`config.mk`:
```
export PLATFORM = sky130hd
export DESIGN_NAME = delta_frame_sequencer_flat
export DESIGN_NICKNAME = d
export VERILOG_FILES = /design/src/rtl/delta_seq_pkg.sv /design/src/rtl/delta_frame_sequencer_if.sv /design/src/rtl/pace_tick.sv /design/src/rtl/delta_frame_sequencer.sv /design/src/flat_wrapper.sv
export SDC_FILE = /design/constraint.sdc
export NUM_CORES = 1
export LEC_CHECK = 0
export ABC_AREA = 1
export BUFFER_PORTS_ARGS = -buffer_cell sky130_fd_sc_hd__buf_2
export CAP_MARGIN = 20
export CORE_MARGIN = 2
export CORE_UTILIZATION = 40
export DETAILED_ROUTE_END_ITERATION = 12
export SLEW_MARGIN = 10
export SYNTH_ARGS = -nofsm -noshare
export SYNTH_HDL_FRONTEND = slang
export SYNTH_SLANG_ARGS = --single-unit
export TNS_END_PERCENT = 20
```
`constraint.sdc`:
```
create_clock -name CLK100MHZ -period 1.5 [get_ports CLK100MHZ]
set_clock_uncertainty 0.1 [all_clocks]
set_input_delay 0.075 -clock CLK100MHZ [delete_from_list [all_inputs] [get_ports CLK100MHZ]]
set_output_delay 0.075 -clock CLK100MHZ [all_outputs]
set_load 0.02 [all_outputs]
```
`src/rtl/delta_seq_pkg.sv`:
```
// delta_seq_pkg: shared state type, widths and power-up sample table for the delta frame sequencer
package delta_seq_pkg;
  typedef enum logic [2:0] {IDLE, PACE, ISSUE, RESP, DONE} state_t;
  localparam int SMP_IDX_W = 3;
  localparam int LED_W = 8;
  localparam logic [7:0][7:0] DEF_TABLE = {8'h75, 8'hBD, 8'hB5, 8'hA6, 8'h76, 8'hB5, 8'h9D, 8'h00};
endpackage

```
`src/rtl/delta_frame_sequencer_if.sv`:
```
// delta_frame_sequencer_if: sample handshake to the delta encoder and its one-bit code return
interface delta_frame_sequencer_if #(parameter int DW = 8);
  logic [DW-1:0] smp_data;
  logic smp_valid, smp_ready, bit_in, bit_valid;
  modport master (output smp_data, smp_valid, input smp_ready, bit_in, bit_valid);
  modport slave (input smp_data, smp_valid, output smp_ready, bit_in, bit_valid);
endinterface

```
`src/rtl/pace_tick.sv`:
```
// pace_tick: down-counter that pulses tick on the TICK_DIV-th consecutive cycle without clr
module pace_tick #(parameter int TICK_DIV = 100000) (
  input logic CLK100MHZ,
  input logic CPU_RESETN,
  input logic clr,
  output logic tick
);
  localparam int CW = $clog2(TICK_DIV);
  logic [CW-1:0] cnt;
  assign tick = ~clr & (cnt == '0);
  always_ff @(posedge CLK100MHZ or negedge CPU_RESETN)
    if (!CPU_RESETN) cnt <= '0;
    else cnt <= (clr || tick) ? CW'(TICK_DIV - 1) : cnt - 1'b1;
endmodule

```
`src/rtl/delta_frame_sequencer.sv`:
```
// delta_frame_sequencer: paces the sample table through the delta encoder one sample per tick
// and publishes the returned codes as an LED frame
module delta_frame_sequencer
  import delta_seq_pkg::*;
#(
  parameter int NSAMP = 8,
  parameter int DW = 8,
  parameter int TICK_DIV = 100000,
  parameter int WAIT_MAX = 255
) (
  input logic CLK100MHZ,
  input logic CPU_RESETN,
  input logic start,
  input logic cfg_we,
  input logic [SMP_IDX_W-1:0] cfg_addr,
  input logic [DW-1:0] cfg_data,
  delta_frame_sequencer_if.master bus,
  output logic busy,
  output logic done,
  output logic timeout_err,
  output logic [LED_W-1:0] LED
);
  localparam int TW = $clog2(WAIT_MAX + 1);
  state_t state, nxt;
  logic start_q, start_rise, tick, hs, expire, last;
  logic [SMP_IDX_W-1:0] idx;
  logic [TW-1:0] tcnt;
  logic [LED_W-1:0] frame;
  logic [DW-1:0] tbl [8];
  assign start_rise = start & ~start_q;
  assign hs = bus.smp_valid & bus.smp_ready;
  assign expire = tcnt == TW'(WAIT_MAX - 1);
  assign last = idx == SMP_IDX_W'(NSAMP - 1);
  pace_tick #(.TICK_DIV(TICK_DIV)) u_pace (
    .CLK100MHZ(CLK100MHZ),
    .CPU_RESETN(CPU_RESETN),
    .clr(state != PACE),
    .tick(tick)
  );
  always_ff @(posedge CLK100MHZ or negedge CPU_RESETN)
    if (!CPU_RESETN) state <= IDLE;
    else state <= nxt;
  always_comb begin
    nxt = state;
    case (state)
      IDLE: nxt = start_rise ? PACE : IDLE;
      PACE: nxt = tick ? ISSUE : PACE;
      ISSUE: nxt = hs ? RESP : ISSUE;
      RESP: nxt = (bus.bit_valid | expire) ? (last ? DONE : PACE) : RESP;
      default: nxt = IDLE;
    endcase
  end
  always_ff @(posedge CLK100MHZ or negedge CPU_RESETN)
    if (!CPU_RESETN) begin
      start_q <= 1'b0;
      idx <= '0;
      tcnt <= '0;
      frame <= '0;
      busy <= 1'b0;
      done <= 1'b0;
      timeout_err <= 1'b0;
      LED <= '0;
      bus.smp_valid <= 1'b0;
      bus.smp_data <= '0;
      for (int i = 0; i < 8; i++) tbl[i] <= DW'(DEF_TABLE[i]);
    end else begin
      start_q <= start;
      done <= 1'b0;
      tcnt <= state == RESP ? tcnt + 1'b1 : '0;
      if (state == IDLE && cfg_we && int'(cfg_addr) < NSAMP) tbl[cfg_addr] <= cfg_data;
      if (state == IDLE && start_rise) begin
        idx <= '0;
        frame <= '0;
        timeout_err <= 1'b0;
        busy <= 1'b1;
      end
      // data is captured only while valid is low, so it stays frozen under backpressure
      if (state == ISSUE) begin
        bus.smp_valid <= ~hs;
        if (!bus.smp_valid) bus.smp_data <= tbl[idx];
      end
      if (state == RESP && (bus.bit_valid || expire)) begin
        frame[idx] <= bus.bit_valid & bus.bit_in;
        timeout_err <= timeout_err | ~bus.bit_valid;
        idx <= last ? idx : idx + 1'b1;
      end
      if (state == DONE) begin
        LED <= frame;
        done <= 1'b1;
        busy <= 1'b0;
      end
    end
endmodule

```
`src/flat_wrapper.sv`:
```
// flat-port wrapper written by rule: the top's interface ports become plain ports
module delta_frame_sequencer_flat import delta_seq_pkg::*;
#(
  parameter int NSAMP = 8,
  parameter int DW = 8,
  parameter int TICK_DIV = 100000,
  parameter int WAIT_MAX = 255
)
  (CLK100MHZ, CPU_RESETN, start, cfg_we, cfg_addr, cfg_data, busy, done, timeout_err, LED, bus_smp_data, bus_smp_valid, bus_smp_ready, bus_bit_in, bus_bit_valid);
  delta_frame_sequencer_if #(.DW(DW)) bus_i ();
  input logic CLK100MHZ;
  input logic CPU_RESETN;
  input logic start;
  input logic cfg_we;
  input logic [SMP_IDX_W-1:0] cfg_addr;
  input logic [DW-1:0] cfg_data;
  output logic busy;
  output logic done;
  output logic timeout_err;
  output logic [LED_W-1:0] LED;
  output wire logic [$bits(bus_i.smp_data)-1:0] bus_smp_data;
  output wire logic [$bits(bus_i.smp_valid)-1:0] bus_smp_valid;
  input wire logic [$bits(bus_i.smp_ready)-1:0] bus_smp_ready;
  input wire logic [$bits(bus_i.bit_in)-1:0] bus_bit_in;
  input wire logic [$bits(bus_i.bit_valid)-1:0] bus_bit_valid;
  assign bus_smp_data = bus_i.smp_data;
  assign bus_smp_valid = bus_i.smp_valid;
  assign bus_i.smp_ready = bus_smp_ready;
  assign bus_i.bit_in = bus_bit_in;
  assign bus_i.bit_valid = bus_bit_valid;
  delta_frame_sequencer #(.NSAMP(NSAMP), .DW(DW), .TICK_DIV(TICK_DIV), .WAIT_MAX(WAIT_MAX)) u_core (.CLK100MHZ(CLK100MHZ), .CPU_RESETN(CPU_RESETN), .start(start), .cfg_we(cfg_we), .cfg_addr(cfg_addr), .cfg_data(cfg_data), .bus(bus_i), .busy(busy), .done(done), .timeout_err(timeout_err), .LED(LED));
endmodule
```
Yosys cells after proc, flatten, opt, wreduce, memory -nomap -nowiden
Cells that the tools add are included.
{"block": "word_totals", "wordCells": 89, "ff_bits": 124}
{"block": "op_classes", "n_eq_ne": 8, "magnitude_cmp": 5, "mux": 27, "addsub": 3, "reduce_logical": 13, "bitwise": 13}
{"op": "$bwmux W64", "n": 1}
{"op": "$mux W8", "n": 6}
{"op": "$bmux W8 S3", "n": 1}
{"op": "$demux W8 S3", "n": 1}
{"op": "$logic_not A17 Y1", "n": 1}
{"op": "$mux W17", "n": 1}
{"op": "$sub A17 B1 Y17 const B", "n": 1}
{"op": "$mux W3", "n": 5}
{"op": "$pmux W3 S4", "n": 1}
{"op": "$add A8 B1 Y8 const B", "n": 1}
{"op": "$bwmux W8", "n": 1}
{"op": "$eq A8 B8 Y1 const B", "n": 1}
{"op": "$ge A4 B4 Y1 const B", "n": 2}
{"op": "$mux W1", "n": 8}
{"op": "$not A3 Y4", "n": 2}
{"op": "$eq A3 B2 Y1 const B", "n": 2}
{"op": "$eq A3 B3 Y1 const B", "n": 2}
{"op": "$logic_and A1 B1 Y1", "n": 5}
{"op": "$not A1 Y1", "n": 5}
{"op": "$and A1 B1 Y1", "n": 4}
{"op": "$lt A3 B4 Y1 const B", "n": 1}
{"op": "$lt A4 B1 Y1 const B", "n": 1}
{"op": "$reduce_and A2 Y1", "n": 2}
{"op": "$reduce_bool A2 Y1", "n": 2}
{"op": "other kinds (10)", "n": 12}

Longest topological paths before layout
Gate-level depths: netlist of run 1.
{"block": "logic_depth", "word_depth": 6, "mapped_depth": 9, "depth_no_buf": 9}

Cells and area by module
A second synthesis of run 1 with hierarchy kept.
{"block": "hier_totals", "hier_cells": 740, "hier_area_um2": 6122.1}
{"mod": "delta_frame_sequencer", "area_each_um2": 5077.4, "seq_area_each_um2": 2721.4, "cells_per_inst": 612, "n_inst": 1}
{"mod": "pace_tick", "area_each_um2": 1044.8, "seq_area_each_um2": 425.4, "cells_per_inst": 128, "n_inst": 1}

Least setup slack after synthesis of run 1
OpenSTA, ideal clock, no wires.
{"block": "synth_timing", "path_type": "reg-to-reg", "start": "register u_core.state[1]", "end": "register u_core.tbl[54] (netlist bit)", "stages_incl_launch_ff": 8, "t_arrival_ps": 1271, "n_path_buf": 1, "setup_slack_ps": 4, "t_required_ps": 1276, "period_less_slack_ps": 1496, "path_cell_list": "dfrtp_1 nor2_4 nand3_4 nor2_4 nand2_2 buf_6 nand2_1 o21ai_2"}
{"block": "synth_between", "elab_chain_len": 2}
{"item": "from (decl)", "line_no": "delta_frame_sequencer.sv:24", "text": "state_t state, nxt;"}
{"item": "from (signal assigned)", "line_no": "delta_frame_sequencer.sv:42", "text": "else state <= nxt;"}
{"item": "$logic_not A3 Y1", "line_no": "delta_frame_sequencer.sv:70", "text": "if (state == IDLE && cfg_we && int'(cfg_addr) < NSAMP) tbl[cfg_addr] <= cfg_data;"}
{"item": "$logic_and A1 B1 Y1", "line_no": "delta_frame_sequencer.sv:70"}
{"item": "to (decl)", "line_no": "delta_frame_sequencer.sv:29", "text": "logic [DW-1:0] tbl [8];"}
No other way between the ends.
A chain may end at the register's enable or synchronous reset.

Worst setup path in the final report of run 1
{"block": "layout_timing", "start": "register u_core.state[0]", "end": "register u_core.tbl[3] (netlist bit)"}
Same word-level chain as after synthesis.

==> metrics.yaml, run 1 <==
detailed_routing:
  via_per_inst: 5.017
  vias: 5017
  wire_per_inst_um: 14.79
  drc: 0
  drtIter0Drc: 332
  ant_nets: 0
  dr_pass1_iterations: 5
  drt-total-wl_mm: 14.79
finish:
  final_net_count: 827
  layout.cells.most_common: "nand2_1"
  final_util: 0.5377
  area_delta_synth_final_pct: 31.63
  final_cell_mix: "nand2_1, nor2_1, dfrtp_1"
  antennaDiodeCount: 0
  share_of_layout_cells_above_drive_strength_1: 0.3002
  post_route_cell_area_sq_um: 7815
  num-fill-cells: 1327
logic_synthesis:
  synthesis.area_per_instance_sq_um: 8.469
  syn_inst: 701
  yosys.cell_types.count: 27
  synth-seq-area-share: 0.5300
  synthesis.nets: 725
  number_of_synthesized_flops_with_an_enable_pin: 0
  synth_ff_type: "dfrtp_1"
  synthXorXnorAreaFrac: 0.008851
  synth_top_family_by_area: "simple AND/OR/NAND/NOR gates"
  compound_cell_area_share_of_the_yosys_netlist: 0.1264
  post_synth_instance_area_sq_um: 5937
  synth.yosys.warnings: 0
  synth-adder-area-share: 0.01264
  yosys_register_bits: 124
  yosys.area_share.simple: 0.2607
  post_synthesis_async_set_or_reset_flop_share: 1.000
  post_synth_mux_area_share: 0
sta:
  final_max_slew_viol_count: 0
  final-hold-violation-count: 0
  period_share: 1.001
  timing.hold.ws_ns: 0.02300
  setup_viol: 1
  setup_repair_after_global_routing_missed_its_margin: "yes"
  maximum_frequency_from_static_timing_analysis_ghz: 0.6657
  fin_tns_setup_ns: -0.002081
  final_critical_path_time_including_i_o_delays_and_setup_ns: 1.502
  slew_headroom: 0.6827
  tightestPinTransition_ns: 0.4759
  final.setup.worst_slack_ns: -0.002081
worst_hold_path:
  hold_start: "cfg_addr[1]"
  endpoint_with_the_worst_hold_slack: "u_core.tbl[4]$_DFFE_PN1P_"
  hp-class: "input port to flop"
  hold_depth: 3
floorplanning:
  dieHeight_um: 125.8
  die-width_um: 125.8
  starting_utilization_of_the_core_area: 0.4085
  design.core.area_sq_um: 14530
  floorplan.rows: 44
  fp.dieArea_sq_um: 15830
  top_level_i_o_count: 38
worst_setup_path:
  end_kind: "flop"
  cp_data_arrival_time_ns: 1.70
  criticalPathCategory: "flop to flop"
  regToRegSetupSlack_ns: -0.002
  critical_path_peak_fanout: 16
  crit-reg2reg-capture: "u_core.tbl[3]$_DFFE_PN0P_"
  critPathLaunchType: "flop"
  worstReg2RegStart: "u_core.state[0]$_DFF_PN0_"
  crit_required_ns: 1.69
  worst_r2r_path_depth: 6
clocking:
  htree_num_levels: 4
  cts.sinks: 124
  clk_root_buffer_cell: "clkbuf_16"
  clock_latency_late_sink_ns: 0.42
  ctsLongestPathBuffers: 2
  cts.reportedPaths.clkPinSlew_ns: 0.06
  cts_tree: "built"
  total_clock_buffers_created_by_cts: 17
global_routing:
  grtUsageTotal: 0.1936
  antenna_found_initial: 0
  grt_max_degree: 39
  grt_first_pass_wirelength_mm: 24.44
  overflow: 0
  via_count_of_the_first_global_routing_pass: 4978
pwr:
  p_int_w: 0.009186
  clock_power_share: 0.360
  power_frac_comb: 0.232
  power.ir.vdd_worst_v: 0.0007996
  switching_power_w: 0.003820
  sequential_group_share_of_total_power: 0.407
  p_sw_frac: 0.2937
  power-per-cell-area_nw_per_um2: 1664
  p_leak_nw: 3.574
outcome:
  violations_in_the_final_reports: "negative setup slack"
  outcome: "finished with violations"
placement:
  detailed_place.area_sq_um: 6735
  io_buffers: 37
  global_placement_routability_congestion: 0.8242
  dpl.hpwl_mm: 10.07
flow_run:
  maxCapViolCount: 0
worst max-delay path, cell delays in order, from the launching register on:
cell and delay (ns):
dfrtp_2 0.43, nor2_4 0.15, nand3_4 0.14, nor2_4 0.15, nand3_4 0.22, nand2_1 0.14
o21ai_2 0.06
stage by stage:
step,setup WS [ns],cells,total power (W)
2_1_floorplan,0.004319,701,0.007067
5_1_grt,-0.08756,1000,0.01379
3_3_place_gp,-0.02437,947,0.007842
3_5_place_dp,-0.04220,947,0.008005
6_report,-0.002081,1000,0.01301
4_1_cts,-0.007418,992,0.01278
cells by family after synthesis:
group / after synthesis
xor+xnor: 6
flops: 124
simple gates: 360
compound gates: 120
fa+ha+maj: 6
buf+inv: 85
metal layers:
layer	share of wire	wire length, um	vias to the layer above	GRT usage
met2	0.50	7463	109	0.3320
met3	0.046	683	20	0.04588
met4	0.014	211	0	0.06723
li1	-	-	2476	-
met5	0	0	-	0
met1	0.43	6432	2412	0.2405
how the worst max path moves through the flow:
stage / start / to / slack, ns / depth (start not counted)
after global routing: u_core.state[2]$_DFF_PN0_ / u_core.bus.smp_data[4]$_DFFE_PN0P_ / -0.09 / 7
after detailed placement: u_core.u_pace.cnt[0]$_DFF_PN0_ / u_core.u_pace.cnt[3]$_DFF_PN0_ / -0.04 / 8
after CTS: u_core.state[0]$_DFF_PN0_ / u_core.tbl[3]$_DFFE_PN0P_ / -0.007 / 6
after global placement: u_core.u_pace.cnt[0]$_DFF_PN0_ / u_core.u_pace.cnt[4]$_DFF_PN0_ / -0.02 / 8
after floorplan: u_core.state[1]$_DFF_PN0_ / u_core.tbl[54]$_DFFE_PN0P_ / 0.004 / 7
final: u_core.state[0]$_DFF_PN0_ / u_core.tbl[3]$_DFFE_PN0P_ / -0.002 / 6
Yosys cell counts, types with 2 or more instances:
library cell | n | area share
clkbuf_1 | 5 | 0.0032
buf_4 | 3 | 0.0038
o21ai_2 | 24 | 0.035
nand3_1 | 57 | 0.048
o21ai_0 | 42 | 0.035
buf_2 | 9 | 0.0076
nor2_2 | 4 | 0.0042
dfstp_2 | 35 | 0.15
dfrtp_1 | 89 | 0.38
xor2_1 | 3 | 0.0044
nor2_4 | 7 | 0.013
inv_1 | 63 | 0.040
nor2_1 | 108 | 0.068
or2_2 | 3 | 0.0032
nand2_1 | 168 | 0.11
buf_6 | 3 | 0.0057
nand2_2 | 5 | 0.0053
a21oi_1 | 30 | 0.025
nor3_1 | 4 | 0.0034
xnor2_1 | 3 | 0.0044
nand3_4 | 2 | 0.0059
ha_1 | 6 | 0.013
o211ai_1 | 24 | 0.030
layout make-up:
cell class              instances  area, sq um  share of cell area
clock buffers                  21        460.4             0.05892
clock inverters                11        214.0             0.02738
inverters                      65        246.5             0.03154
multi-input cells             493         2572              0.3292
flip-flops and latches        124         3153              0.4035
well taps                     184        230.2             0.02946
repair buffers                102        938.4              0.1201
state kept, by name, indices dropped and copies added (netlist names):
name and count:
u_core.busy 1, u_core.u_pace.cnt 17, u_core.tcnt 8, u_core.start_q 1
u_core.timeout_err 1, u_core.tbl 64, u_core.idx 3, u_core.state 3
u_core.done 1, u_core.frame 8, u_core.LED 8, u_core.bus.smp_data 8
u_core.bus.smp_valid 1
power groups by stage:
| stage | registers, W | logic, W | clock network [W] |
|---|---|---|---|
| floorplan | 0.00514 | 0.00193 | 0 |
| global placement | 0.00523 | 0.00261 | 0 |
| detailed placement | 0.00527 | 0.00273 | 0 |
| CTS | 0.00523 | 0.00279 | 0.00476 |
| global route | 0.00543 | 0.00343 | 0.00493 |
| finish | 0.00530 | 0.00302 | 0.00469 |
repair_timing:
| action | in CTS | in global routing |
|---|---|---|
| hold endpoints to repair | 145 | 0 |
| gates cloned | 0 | 4 |
| gates resized for setup | 4 | 55 |
| hold buffers | 13 | 0 |
| setup endpoints to repair | 23 | 95 |
| buffers inserted | 0 | 4 |
| pin swaps | 2 | 11 |
Note: power is estimated with default switching activity, not from simulation.
==> inputs of run 2 (changes only) <==
- ABC_CLOCK_PERIOD_IN_PS: default -> 1500
- SKIP_CTS_REPAIR_TIMING: default -> 1
==> run 2 against run 1 <==
Effect of this change: the flow still finishes with violations (negative setup slack); sequential power barely moved; maximum frequency shrank 2.0%; final area rose by 0.85%; critical path depth grew 2.
==> metrics.yaml, run 2 (same netlist as run 1, synthesis figures left out) <==
outcome:
  outcome: "finished with violations"
  violations_in_the_final_reports: "negative setup slack"
floorplanning:
  fp.dieArea_sq_um: 15830  # unchanged
  floorplan.rows: 44  # unchanged
  die-width_um: 125.8  # unchanged
  design.core.area_sq_um: 14530  # unchanged
  dieHeight_um: 125.8  # unchanged
  starting_utilization_of_the_core_area: 0.4085  # unchanged
  top_level_i_o_count: 38  # unchanged
detailed_routing:
  vias: 5056  # +0.78%
  via_per_inst: 5.041  # +0.48%
  drc: 0  # unchanged
  dr_pass1_iterations: 5  # unchanged
  wire_per_inst_um: 14.75  # -0.28%
  ant_nets: 0  # unchanged
  drt-total-wl_mm: 14.79  # about the same
  drtIter0Drc: 256  # -23%
clocking:
  cts.reportedPaths.clkPinSlew_ns: 0.06  # about the same
  cts_tree: "built"
  clock_latency_late_sink_ns: 0.42  # about the same
  clk_root_buffer_cell: "clkbuf_16"
  htree_num_levels: 4  # unchanged
  cts.sinks: 124  # unchanged
  ctsLongestPathBuffers: 2  # unchanged
  total_clock_buffers_created_by_cts: 17  # unchanged
worst_setup_path:
  regToRegSetupSlack_ns: -0.03  # -0.03 ns
  cp_data_arrival_time_ns: 1.77  # +0.07 ns
  criticalPathCategory: "flop to flop"
  slowest_cell_on_crit_path: "dfrtp_1"
  worstReg2RegStart: "u_core.state[2]$_DFF_PN0_"
  worst_r2r_path_depth: 8  # +2
  cpMostUsedCell: "buf_12"
  crit-reg2reg-capture: "u_core.tbl[21]$_DFFE_PN1P_"
  crit_path_cell_trace: "inv_2, buf_12, nand3_4, buf_6, nor2_4, buf_12, nand2_2, o21ai_1"
  crit_path_max_incr_delay_ns: 0.38  # -0.05 ns
  critPathLaunchType: "flop"
  critical_path_peak_fanout: 8  # -8
  end_kind: "flop"
  crit_required_ns: 1.73  # +0.04 ns
  worstSetupStartpoint: "u_core.state[2]$_DFF_PN0_"
sta:
  slew_headroom: 0.6870  # +0.004254
  timing.hold.ws_ns: 0.03656  # +0.01356 ns
  maximum_frequency_from_static_timing_analysis_ghz: 0.6527  # -2.0%
  tightestPinTransition_ns: 0.4695  # -0.006380 ns
  setup_repair_after_global_routing_missed_its_margin: "yes"
  final_critical_path_time_including_i_o_delays_and_setup_ns: 1.532  # +0.02992 ns
  period_share: 1.021  # +0.01995
  final_max_slew_viol_count: 0  # unchanged
  final-hold-violation-count: 0  # unchanged
  setup_viol: 17  # +16
  final.setup.worst_slack_ns: -0.03200  # -0.02992 ns
worst_hold_path:
  hp-class: "input port to flop"
  endpoint_with_the_worst_hold_slack: "u_core.tbl[42]$_DFFE_PN1P_"
  hold_start: "cfg_addr[0]"
  hold_depth: 5  # +2
placement:
  dpl.hpwl_mm: 10.07  # unchanged
  dpl_worst_slack_ns: -0.04220  # unchanged
  io_buffers: 37  # unchanged
  global_placement_routability_congestion: 0.8242  # unchanged
  dp_cells: 947  # unchanged
global_routing:
  grt_first_pass_wirelength_mm: 24.05  # -1.6%
  grt_max_degree: 39  # unchanged
  via_count_of_the_first_global_routing_pass: 4875  # -2.1%
  grtUsageTotal: 0.1910  # -0.002635
  overflow: 0  # unchanged
  antenna_found_initial: 0  # unchanged
finish:
  area_delta_synth_final_pct: 32.75
  final_net_count: 830  # +0.36%
  largest_register_ff_count: 64  # unchanged
  final_cell_mix: "nand2_1, nor2_1, dfrtp_1"
  share_of_layout_cells_above_drive_strength_1: 0.3126  # +0.01233
  reg_top3: "u_core.tbl x64, u_core.u_pace.cnt x17"
  antennaDiodeCount: 0  # unchanged
  layout.cells.most_common: "nand2_1"
  registers.top_by_ff_count: "u_core.tbl"
  stdcell_count: 1003  # +0.30%
pwr:
  p_leak_nw: 3.590  # +0.44%
  power.ir.vdd_worst_v: 0.0008063  # +0.84%
  power-per-cell-area_nw_per_um2: 1644  # -1.2%
flow_run:
  maxCapViolCount: 0  # unchanged
==> run 2: how the worst max path moves through the flow <==
stage	endpoint	depth (start not counted)
floorplan	u_core.tbl[54]$_DFFE_PN0P_	7
global placement	u_core.u_pace.cnt[4]$_DFF_PN0_	8
detailed placement	u_core.u_pace.cnt[3]$_DFF_PN0_	8
CTS	u_core.bus.smp_data[2]$_DFFE_PN0P_	7
global route	u_core.tbl[23]$_DFFE_PN1P_	8
finish	u_core.tbl[21]$_DFFE_PN1P_	8
==> run 2: metal layers <==
| layer | global-route usage | vias to the layer above | routed length [um] |
|---|---|---|---|
| li1 | - | 2488 | - |
| met1 | 0.2378 | 2448 | 6413 |
| met2 | 0.3256 | 100 | 7528 |
| met3 | 0.04630 | 20 | 602 |
| met4 | 0.06723 | 0 | 248 |
| met5 | 0 | - | 0 |
==> run 2: through the flow <==
step	cell area, sq um	TNS (ns)	util	power, W
CTS	7410	-0.5736	0.5098	0.01273
global placement	6735	-0.2135	0.4634	0.007842
detailed placement	6735	-0.4495	0.4634	0.008005
floorplan	5937	0	-	0.007067
finish	7881	-0.2312	0.5423	0.01296
global route	7881	-4.729	0.5423	0.01374
==> run 2: worst max-delay path: cells and delay by family, from the launching register on <==
family / cells / cell delay (ns)
simple gates: 3 / 0.31
buf+inv: 4 / 0.57
flops: 1 / 0.38
compound gates: 1 / 0.08
==> run 2: cell type report <==
class / count / area, sq um
fillers: 1320 / 6653
inverters: 65 / 246.5
well taps: 184 / 230.2
clock inverters: 11 / 214.0
multi-input cells: 494 / 2619
repair buffers: 104 / 958.4
flip-flops and latches: 124 / 3153
clock buffers: 21 / 460.4
==> run 2: power breakdown <==
part | switching [W] | internal (W)
logic | 0.00172 | 0.00127
registers | 0.000586 | 0.00470
clock network | 0.00149 | 0.00320
==> inputs of run 3 (changes only) <==
- CTS_CLUSTER_SIZE: default -> 20
- SYNTH_HIERARCHICAL: default -> 1
==> run 3 against run 2 <==
Effect of this change: the run still ends with negative setup slack left; non-clock buffer count rose by 25; first-iteration DRC count is 59% higher; count of clock-buffer cells in the layout is 4 lower; final area up 2.3%; combinational power rose by 9.7%; largest power group unchanged.
==> metrics.yaml, run 3 <==
worst_setup_path:
  crit_required_ns: 1.69  # -0.04 ns
  critical_path_peak_fanout: 2  # -6
  end_kind: "flop"
  regToRegSetupSlack_ns: -0.13  # -0.10 ns
  cp_data_arrival_time_ns: 1.82  # +0.05 ns
  crit_path_cell_trace: "inv_2, ha_4, inv_2, nor2_1, nand2_1, nor2_4, nand2_4, nor2_4, nor2_1, nor3b_1, o21ai_1"
  worstReg2RegStart: "u_core/u_pace/cnt[0]$_DFF_PN0_"
  critical_path.top_delay_family: "simple AND/OR/NAND/NOR gates"
  crit-reg2reg-capture: "u_core/state[0]$_DFF_PN0_"
  worst_r2r_path_depth: 11  # +3
  crit_path_max_incr_delay_ns: 0.39  # about the same
  critPathLaunchType: "flop"
  criticalPathCategory: "flop to flop"
  worstPathBufferInverterCount: 2  # -2
  slowest_cell_on_crit_path: "dfrtp_1"
clocking:
  cts_tree: "built"
  clock_latency_late_sink_ns: 0.42  # about the same
  htree_num_levels: 4  # unchanged
  clk_root_buffer_cell: "clkbuf_16"
  ctsLongestPathBuffers: 2  # unchanged
  cts.sinks: 124  # unchanged
  total_clock_buffers_created_by_cts: 17  # unchanged
  cts.reportedPaths.clkPinSlew_ns: 0.06  # about the same
logic_synthesis:
  yosys.cell_count.top_type: "nand2_1"
  netlist_top_cells_area: "dfrtp_1, dfstp_2, nand2_1"
  yosys.cell_types.count: 34  # +26%
  synthesis.nets: 764  # +5.4%
  synthesis.area_per_instance_sq_um: 8.273  # -2.3%
  number_of_synthesized_flops_with_an_enable_pin: 0  # unchanged
  post_synth_instance_area_sq_um: 6122  # +3.1%
  synthDominantCellAreaShare: 0.3638  # -0.01135
  synth.yosys.warnings: 6  # +6
  synth-seq-area-share: 0.5140  # -0.01603
  post_synthesis_async_set_or_reset_flop_share: 1.000  # unchanged
  syn_inst: 740  # +5.6%
  netlist_top_cells_count: "nand2_1, dfrtp_1, o21ai_0"
  synth_ff_type: "dfrtp_1"
  yosys_register_bits: 124  # unchanged
  netlist.top_cell.by_area: "dfrtp_1"
floorplanning:
  die-width_um: 127.7  # +1.5%
  dieHeight_um: 127.7  # +1.5%
  floorplan.rows: 45  # +2.3%
  design.core.area_sq_um: 15090  # +3.8%
  starting_utilization_of_the_core_area: 0.4057  # -0.002767
  fp.dieArea_sq_um: 16310  # +3.0%
  top_level_i_o_count: 38  # unchanged
placement:
  global_placement_routability_congestion: 0.8330  # +1.1%
  detailed_place.area_sq_um: 7092  # +5.3%
  dpl_worst_slack_ns: -0.1877  # -0.1455 ns
  io_buffers: 37  # unchanged
  dpl.hpwl_mm: 10.40  # +3.3%
finish:
  final_util: 0.5342  # -0.008106
  area_delta_synth_final_pct: 31.66
  registers.top_by_ff_count: "u_core/tbl"
  layout.cells.most_common: "nand2_1"
  num-fill-cells: 1408  # +6.7%
  share_of_layout_cells_above_drive_strength_1: 0.3029  # -0.009719
  antennaDiodeCount: 0  # unchanged
  final_net_count: 886  # +6.7%
  post_route_cell_area_sq_um: 8060  # +2.3%
  final_cell_mix: "nand2_1, dfrtp_1, o21ai_0"
  reg_top3: "u_core/tbl x64, u_core/u_pace/cnt x17"
  largest_register_ff_count: 64  # unchanged
detailed_routing:
  drtIter0Drc: 406  # +59%
  dr_pass1_iterations: 5  # unchanged
  vias: 5325  # +5.3%
  drc: 0  # unchanged
  drt-total-wl_mm: 15.32  # +3.6%
  via_per_inst: 5.009  # -0.62%
  wire_per_inst_um: 14.41  # -2.3%
  ant_nets: 0  # unchanged
global_routing:
  antenna_found_initial: 0  # unchanged
  via_count_of_the_first_global_routing_pass: 5118  # +5.0%
  grt_first_pass_wirelength_mm: 24.90  # +3.5%
  grt_max_degree: 34  # -13%
  grtUsageTotal: 0.1945  # +0.003575
  overflow: 0  # unchanged
pwr:
  power-per-cell-area_nw_per_um2: 1596  # -2.9%
  p_leak_nw: 3.730  # +3.9%
  power.ir.vdd_worst_v: 0.0008923  # +11%
outcome:
  outcome: "finished with violations"
  violations_in_the_final_reports: "negative setup slack"
sta:
  slew_headroom: 0.7233  # +0.03631
  maximum_frequency_from_static_timing_analysis_ghz: 0.6131  # -6.1%
  period_share: 1.087  # +0.06602
  final_critical_path_time_including_i_o_delays_and_setup_ns: 1.631  # +0.09903 ns
  tightestPinTransition_ns: 0.4139  # -0.05563 ns
  final.setup.worst_slack_ns: -0.1310  # -0.09903 ns
  fin_tns_setup_ns: -3.419  # -3.187 ns
  setup_repair_after_global_routing_missed_its_margin: "yes"
  setup_viol: 63  # +46
  final-hold-violation-count: 0  # unchanged
  final_max_slew_viol_count: 0  # unchanged
flow_run:
  maxCapViolCount: 0  # unchanged
worst_hold_path:
  hp-class: "input port to async pin"
run 3: changes by cell type after synthesis, moves of 6 or more:
cell	previous run	this run
nand2_1	168	227
nor2_1	108	57
o21ai_0	42	75
o21ai_2	24	1
a21oi_1	30	8
nor2_2	4	19
o21ai_1	0	11
nor2_4	7	13
run 3: kinds of logic after synthesis:
kind of cell,share of synthesized area
flops,0.5140
buf+inv,0.06008
compound gates,0.1140
fa+ha+maj,0.01226
xor+xnor,0.007154
simple gates,0.2925
run 3: area by class of cell:
| cell class | instances | area (sq um) | area share |
|---|---|---|---|
| clock buffers | 17 | 425.4 | 0.05278 |
| clock inverters | 15 | 186.4 | 0.02313 |
| inverters | 62 | 240.2 | 0.02980 |
| multi-input cells | 527 | 2715 | 0.3369 |
| flip-flops and latches | 124 | 3149 | 0.3907 |
| well taps | 188 | 235.2 | 0.02918 |
| repair buffers | 129 | 1101 | 0.1366 |
| repair inverters | 1 | 7.507 | 0.0009314 |
run 3: through the flow:
| stage | hold WS, ns | total power (W) | std cells |
|---|---|---|---|
| 6_report | 0.001438 | 0.01287 | 1063 |
| 4_1_cts | -0.5518 | 0.01272 | 1042 |
| 5_1_grt | 0.02250 | 0.01366 | 1063 |
| 3_3_place_gp | -0.1037 | 0.008273 | 1010 |
| 3_5_place_dp | -0.1021 | 0.008377 | 1010 |
| 2_1_floorplan | -0.3206 | 0.007139 | 740 |
run 3: metal layers:
metal,vias up,share of wire,track usage
met2,127,0.48,0.3120
li1,2636,-,-
met3,19,0.041,0.04341
met5,-,0,0
met1,2543,0.47,0.2617
met4,0,0.014,0.06723
run 3: worst reg2reg max path: stages (launching register included):
cell and delay, ns:
dfrtp_1 0.39, inv_2 0.08, ha_4 0.12, inv_2 0.03, nor2_1 0.07, nand2_1 0.09, nor2_4 0.13, nand2_4 0.07
nor2_4 0.08, nor2_1 0.05, nor3b_1 0.21, o21ai_1 0.10
run 3: how the worst max path moves through the flow:
stage | startpoint | end | slack, ns | depth (start not counted)
2_1_floorplan | u_core/u_pace/cnt[0]$_DFF_PN0_ | u_core/state[0]$_DFF_PN0_ | -0.13 | 11
3_3_place_gp | u_core/idx[0]$_DFFE_PN0P_ | u_core/bus.smp_data[7]$_DFFE_PN0P_ | -0.15 | 6
3_5_place_dp | u_core/u_pace/cnt[0]$_DFF_PN0_ | u_core/state[0]$_DFF_PN0_ | -0.19 | 11
4_1_cts | u_core/u_pace/cnt[0]$_DFF_PN0_ | u_core/state[0]$_DFF_PN0_ | -0.21 | 11
5_1_grt | u_core/u_pace/cnt[0]$_DFF_PN0_ | u_core/state[0]$_DFF_PN0_ | -0.26 | 11
6_report | u_core/u_pace/cnt[0]$_DFF_PN0_ | u_core/state[0]$_DFF_PN0_ | -0.13 | 11
run 3: power breakdown:
group	switching (W)	internal (W)
logic	0.00194	0.00133
clock network	0.00163	0.00264
registers	0.000537	0.00479
